<file path="config.mk">
export PLATFORM = sky130hd
export DESIGN_NAME = ecc_sed_skid_buf
export DESIGN_NICKNAME = d
export VERILOG_FILES = /design/src/rtl/ecc_sed_pkg.sv /design/src/rtl/ecc_sed_skid_buf.sv
export SDC_FILE = /design/constraint.sdc
export NUM_CORES = 1
export LEC_CHECK = 0
export CORE_ASPECT_RATIO = 1.75
export CORE_MARGIN = 2
export CORE_UTILIZATION = 48
export CTS_BUF_LIST = sky130_fd_sc_hd__clkbuf_4 sky130_fd_sc_hd__clkbuf_8 sky130_fd_sc_hd__clkbuf_16
export DETAILED_ROUTE_END_ITERATION = 10
export PLACE_DENSITY = 0.78
export SLEW_MARGIN = 20
export SYNTH_ARGS = -nofsm -noshare
export SYNTH_HDL_FRONTEND = slang
export SYNTH_SLANG_ARGS = --single-unit
export TNS_END_PERCENT = 30
</file>
<file path="constraint.sdc">
create_clock -name clk -period 1.64 [get_ports clk]
set_input_delay 0.328 -clock clk [delete_from_list [all_inputs] [get_ports clk]]
set_output_delay 0.328 -clock clk [all_outputs]
set_load 0.02 [all_outputs]
</file>
<file path="src/rtl/ecc_sed_pkg.sv">
// Shared constants and buffer-state encoding for the single-error-detect parity path.
// The encoder stage and the checker both import this package.
package ecc_sed_pkg;

    localparam int DATA_W = 12;
    localparam int CW_W   = DATA_W + 1;
    localparam int CNT_W  = 8;

    typedef enum logic [1:0] {
        BUF_EMPTY = 2'd0,
        BUF_ONE   = 2'd1,
        BUF_FULL  = 2'd2
    } buf_state_t;

    // Even parity: the top bit makes the XOR over the whole codeword zero.
    function automatic logic [CW_W-1:0] sed_encode(input logic [DATA_W-1:0] data);
        return {^data, data};
    endfunction

endpackage

</file>
<file path="src/rtl/ecc_sed_skid_buf.sv">
// Two-entry in-order buffer with a registered write-side ready.
//   state     | meaning
//   BUF_EMPTY | no entry held, rd_valid low
//   BUF_ONE   | head valid, tail free
//   BUF_FULL  | head and tail valid, wr_ready low
module ecc_sed_skid_buf
    import ecc_sed_pkg::*;
#(
    parameter int W = CW_W
) (
    input  logic         clk,
    input  logic         rst,
    input  logic         wr_valid,
    output logic         wr_ready,
    input  logic [W-1:0] wr_data,
    output logic         rd_valid,
    input  logic         rd_ready,
    output logic [W-1:0] rd_data
);

    buf_state_t   state, state_nxt;
    logic [W-1:0] head, head_nxt;
    logic [W-1:0] tail, tail_nxt;
    logic         ready_q;
    logic         push, pop;

    assign push = wr_valid & ready_q;
    assign pop  = rd_valid & rd_ready;

    always_comb begin
        state_nxt = state;
        head_nxt  = head;
        tail_nxt  = tail;
        case (state)
            BUF_EMPTY: begin
                if (push) begin
                    state_nxt = BUF_ONE;
                    head_nxt  = wr_data;
                end
            end
            BUF_ONE: begin
                if (push && pop) begin
                    head_nxt = wr_data;
                end else if (push) begin
                    state_nxt = BUF_FULL;
                    tail_nxt  = wr_data;
                end else if (pop) begin
                    state_nxt = BUF_EMPTY;
                end
            end
            BUF_FULL: begin
                if (pop) begin
                    state_nxt = BUF_ONE;
                    head_nxt  = tail;
                end
            end
            default: state_nxt = BUF_EMPTY;
        endcase
    end

    // Ready is precomputed from the next state so it comes straight off a flop.
    always_ff @(posedge clk or negedge rst) begin
        if (!rst) begin
            state   <= BUF_EMPTY;
            head    <= '0;
            tail    <= '0;
            ready_q <= 1'b0;
        end else begin
            state   <= state_nxt;
            head    <= head_nxt;
            tail    <= tail_nxt;
            ready_q <= (state_nxt != BUF_FULL);
        end
    end

    assign wr_ready = ready_q;
    assign rd_valid = (state != BUF_EMPTY);
    assign rd_data  = head;

endmodule

</file>
Word level (Yosys, flattened, before mapping)

Cells that the tools add are included.

Bitwise logic cells: 3
Mux-type cells: 10
Reductions and logical operators: 6
Eq/ne operators: 6

Operators by type and width:

| cell                                          | number |
|---|---|
| 2-to-1 mux 13 bit                             | 3 |
| case mux 13 bit (3 select lines)              | 1 |
| 2-to-1 mux 2 bit                              | 5 |
| != test 2 bit, second input constant          | 4 |
| case mux 2 bit (3 select lines)               | 1 |
| AND reduction 4 bit                           | 1 |
| AND reduction 3 bit                           | 1 |
| nonzero test 3 bit                            | 1 |
| AND 1 bit                                     | 2 |
| == test 2 x 1 -> 1 bit, second input constant | 1 |
| == test 2 bit, second input constant          | 1 |
| zero test 2 bit                               | 1 |
| nonzero test 2 bit                            | 1 |
| logical AND 1 bit                             | 1 |
| inverter 1 bit                                | 1 |

Register bits: 29
Output and inout bits: 15

Logic depth before layout (Yosys ltp)

Word-level depth: 7
Depth in mapped cells: 5

Least setup slack after synthesis

Ideal clock, no wire load.

Path type: register -> register
Start: register ready_q (netlist: wr_ready)
End: register tail[0]
Arrival: 1287 ps
Slack: 228 ps
Clock period less this slack: 1412 ps
Cell stages (with the launch flop): 5
Required time: 1515 ps
Setup time: 125 ps
Buffers on the path: 1
Cell sequence: dfrtp_1 and3b_1 and2_4 buf_8 mux2_4

Longest elaborated chain between the ends: 4

Ends and longest elaborated chain:

| what                              | line                   | source |
|---|---|---|
| start, declared                   | ecc_sed_skid_buf.sv:24 | `logic ready_q;` |
| start signal, assigned            | ecc_sed_skid_buf.sv:72 | `ready_q <= (state_nxt != BUF_FULL);` |
| AND 1 bit (*)                     | ecc_sed_skid_buf.sv:27 | `assign push = wr_valid & ready_q;` |
| logical AND 1 bit                 | ecc_sed_skid_buf.sv:42 | `if (push && pop) begin` |
| inverter 1 bit (no line)          | --                     |  |
| AND reduction 3 bit (no line) (*) | --                     |  |
| end signal, assigned              | ecc_sed_skid_buf.sv:71 | `tail <= tail_nxt;` |
| end, declared                     | ecc_sed_skid_buf.sv:23 | `logic [W-1:0] tail, tail_nxt;` |

Mark *: on every way between the ends. The rest lies on a longest branch, timed or not.
A chain may end at the register's enable or synchronous reset.

Final worst setup path

Start: register state[1]
End: register tail[4]

Longest elaborated chain between the ends: 5
Elaborated cells between the ends (all ways): 6
Those cells by class: eq/ne: 1; bitwise: 2; reduce/logical: 3

Ends and longest elaborated chain:

| what                              | line                   | source |
|---|---|---|
| start, declared                   | ecc_sed_skid_buf.sv:21 | `buf_state_t state, state_nxt;` |
| start signal, assigned            | ecc_sed_skid_buf.sv:69 | `state <= state_nxt;` |
| nonzero test 2 bit                | ecc_sed_skid_buf.sv:77 | `assign rd_valid = (state != BUF_EMPTY);` |
| AND 1 bit                         | ecc_sed_skid_buf.sv:28 | `assign pop = rd_valid & rd_ready;` |
| logical AND 1 bit                 | ecc_sed_skid_buf.sv:42 |  |
| inverter 1 bit (no line)          | --                     |  |
| AND reduction 3 bit (no line) (*) | --                     |  |

Marked as above.

==> out/metrics.csv <==
metric,value,unit
status,"complete, no violations",
avgSynthCellArea,14.4,um^2
ant_nets,0,
std_cell_rows,24,
gp_congestion,0.791,
crit_required,1810,ps
reg2reg_depth,4,
cts_made_buffers,5,
clock_sinks,29,
clock_latency,280,ps
setup_ws,64.5,ps
p_per_area,1810,nW/um^2
relSlewSlack,76.2,%
p_leak,0.739,nW
ios,32,
hold_violations,0,
crit_type,flip-flop to flip-flop,
ff2ff_setup_slack,60,ps
portBuffers,31,
critPathMaxStageDelay,410,ps
final_area,1750,um^2
core-area,2520,um^2
final.period_utilization,96.1,%
first_pass_iters,4,
worstPathArrival,1740,ps
critical_path_depth,4,
ys_seq_area_share,56.8,%
grt_max_degree,30,
regArea,726,um^2
path_cells,buf_4 > and3b_1 > and2_4 > mux2_2,
antenna_found_initial,0,
tightest_slew,357,ps
drive_above_1_share,26.3,%
layout_common_cells,"clkdlybuf4s50_1, dfrtp_1, o32a_1, o21a_1",
vias_per_cell,5.79,
synth_nets,106,
synth-warning-count,0,
drc_errors,0,
critPathMaxFanout,13,
grt_pass1_wl,4.67,mm
grt.overflow.total,0,
grt_pass1_vias,973,
multiInputGateArea,514,um^2
hpwl,1.87,mm
cp_top_family,simple AND/OR/NAND/NOR gates,
area_growth,36.8,%
reg2reg_to,tail[4]$_DFFE_PN0P_,
nets,149,
die_w,43.0,um
h-tree-depth,2,
timing.rr.start,state[1]$_DFF_PN0_,
yosys.area.top_type,dfrtp_1,
die-area,3110,um^2
cap_violations,0,
maxSlewViolCount,0,
fin_util,69.3,%
ys_seq_elements,29,
ys_top_cells_by_area,"dfrtp_1, mux2_4, o32a_1, o21a_1, mux2_2",
cts_buffer_depth,2,
fin_skew,8.16,ps
ys_types,22,
crit_slowest_cell,dfrtp_1,
fin_tns_setup,0,ps
num_vias,920,
startpoint_type,flip-flop,
netlist_instances,89,
rsz0062_at_grt,yes,
clk_pin_slew,60,ps
num_antenna_cells,0,
die_h,72.3,um
drt-total-wl,2.66,mm
cts_tree,yes,
initial_utilization,50.7,%
synth_top_area_share,56.8,%
ir_drop,1.08,mV
setup_viol,0,
drtIter0Drc,18,
fin_crit,1580,ps
wl_per_cell,16.8,um
placed_cell_area,1670,um^2
worst_setup_path_end_kind,flip-flop,
maxClockFrequency,635,MHz
pre_cts_ws,-184,ps
grt_usage,20.7,%
cts_root_buf,clkbuf_8,
hp-class,input pin to async pin,
cts_hold_buffers,0,
critPathBufInv,1,
synth.cell_area,1280,um^2
nFillCells,190,
what timing repair did:
item	CTS	global route
hold endpoints to repair	0	0
endpoints found under the setup margin	2	4
resized for setup	3	2
setup buffers	0	0
pin swaps	0	0
cloned	0	0
power breakdown:
group | internal (W) | switching [W] | leakage [nW]
clock network | 0.000309 | 0.000255 | 0.0484
logic | 0.000793 | 0.000570 | 0.358
registers | 0.00106 | 0.000189 | 0.333
total | 0.00216 | 0.00101 | 0.739
worst max path at each step:
stage | from | end
3_5_place_dp | wr_valid | tail[2]$_DFFE_PN0P_
6_report | state[1]$_DFF_PN0_ | tail[4]$_DFFE_PN0P_
3_3_place_gp | wr_valid | tail[4]$_DFFE_PN0P_
5_1_grt | state[1]$_DFF_PN0_ | tail[4]$_DFFE_PN0P_
4_1_cts | state[1]$_DFF_PN0_ | rd_valid
2_1_floorplan | wr_ready$_DFF_PN0_ | tail[0]$_DFFE_PN0P_
flip-flops by register name, summed over array words and instances (netlist names):
| register | count |
|---|---|
| rd_data | 13 |
| state | 2 |
| tail | 13 |
| wr_ready | 1 |
final cells by class:
| cell class | instances | area share, % |
|---|---|---|
| Sequential cell | 29 | 41.5 |
| Clock inverter | 2 | 0.572 |
| Multi-Input combinational cell | 53 | 29.4 |
| Clock buffer | 6 | 4.36 |
| Inverter | 1 | 0.215 |
| Timing Repair Buffer | 42 | 22.1 |
| Tap cell | 26 | 1.86 |
cell families after synthesis:
kind of cell	synth area share, %
AOI/OAI and AO/OA	19.7
buffers and inverters	3.33
DFF	56.8
muxes	15.2
and+or+nand+nor	5.09
synthesized netlist by cell type:
cell      count
a21o_1        1
a21oi_1       1
and2_4        1
and3b_1       1
buf_2         4
buf_8         1
clkbuf_1      1
dfrtp_1      29
inv_1         1
mux2_2        3
mux2_4       10
mux2i_1       1
nand2_1       1
nand3b_1      2
nand4b_1      1
nor2b_1       1
o21a_1       13
o21ai_1       1
o22ai_1       1
o32a_1       13
or2_2         1
or2b_1        1
layer usage:
metal / vias up / GRT usage [%] / part of all wire, %
met5: - / 0 / 0
met4: 0 / 13.1 / 2.7
met3: 5 / 6.47 / 4.8
met2: 22 / 31.8 / 52
met1: 467 / 24.8 / 41
li1: 426 / - / -
per-stage QoR:
| stage | instances | hold WS [ps] | power, W |
|---|---|---|---|
| global placement | 151 | 473 | 0.00259 |
| finish | 159 | 420 | 0.00317 |
| CTS | 159 | 428 | 0.00321 |
| detailed placement | 151 | 478 | 0.00264 |
| global route | 159 | 464 | 0.00337 |
| floorplan | 89 | 32.4 | 0.00205 |
(Power assumes the default switching activity.)
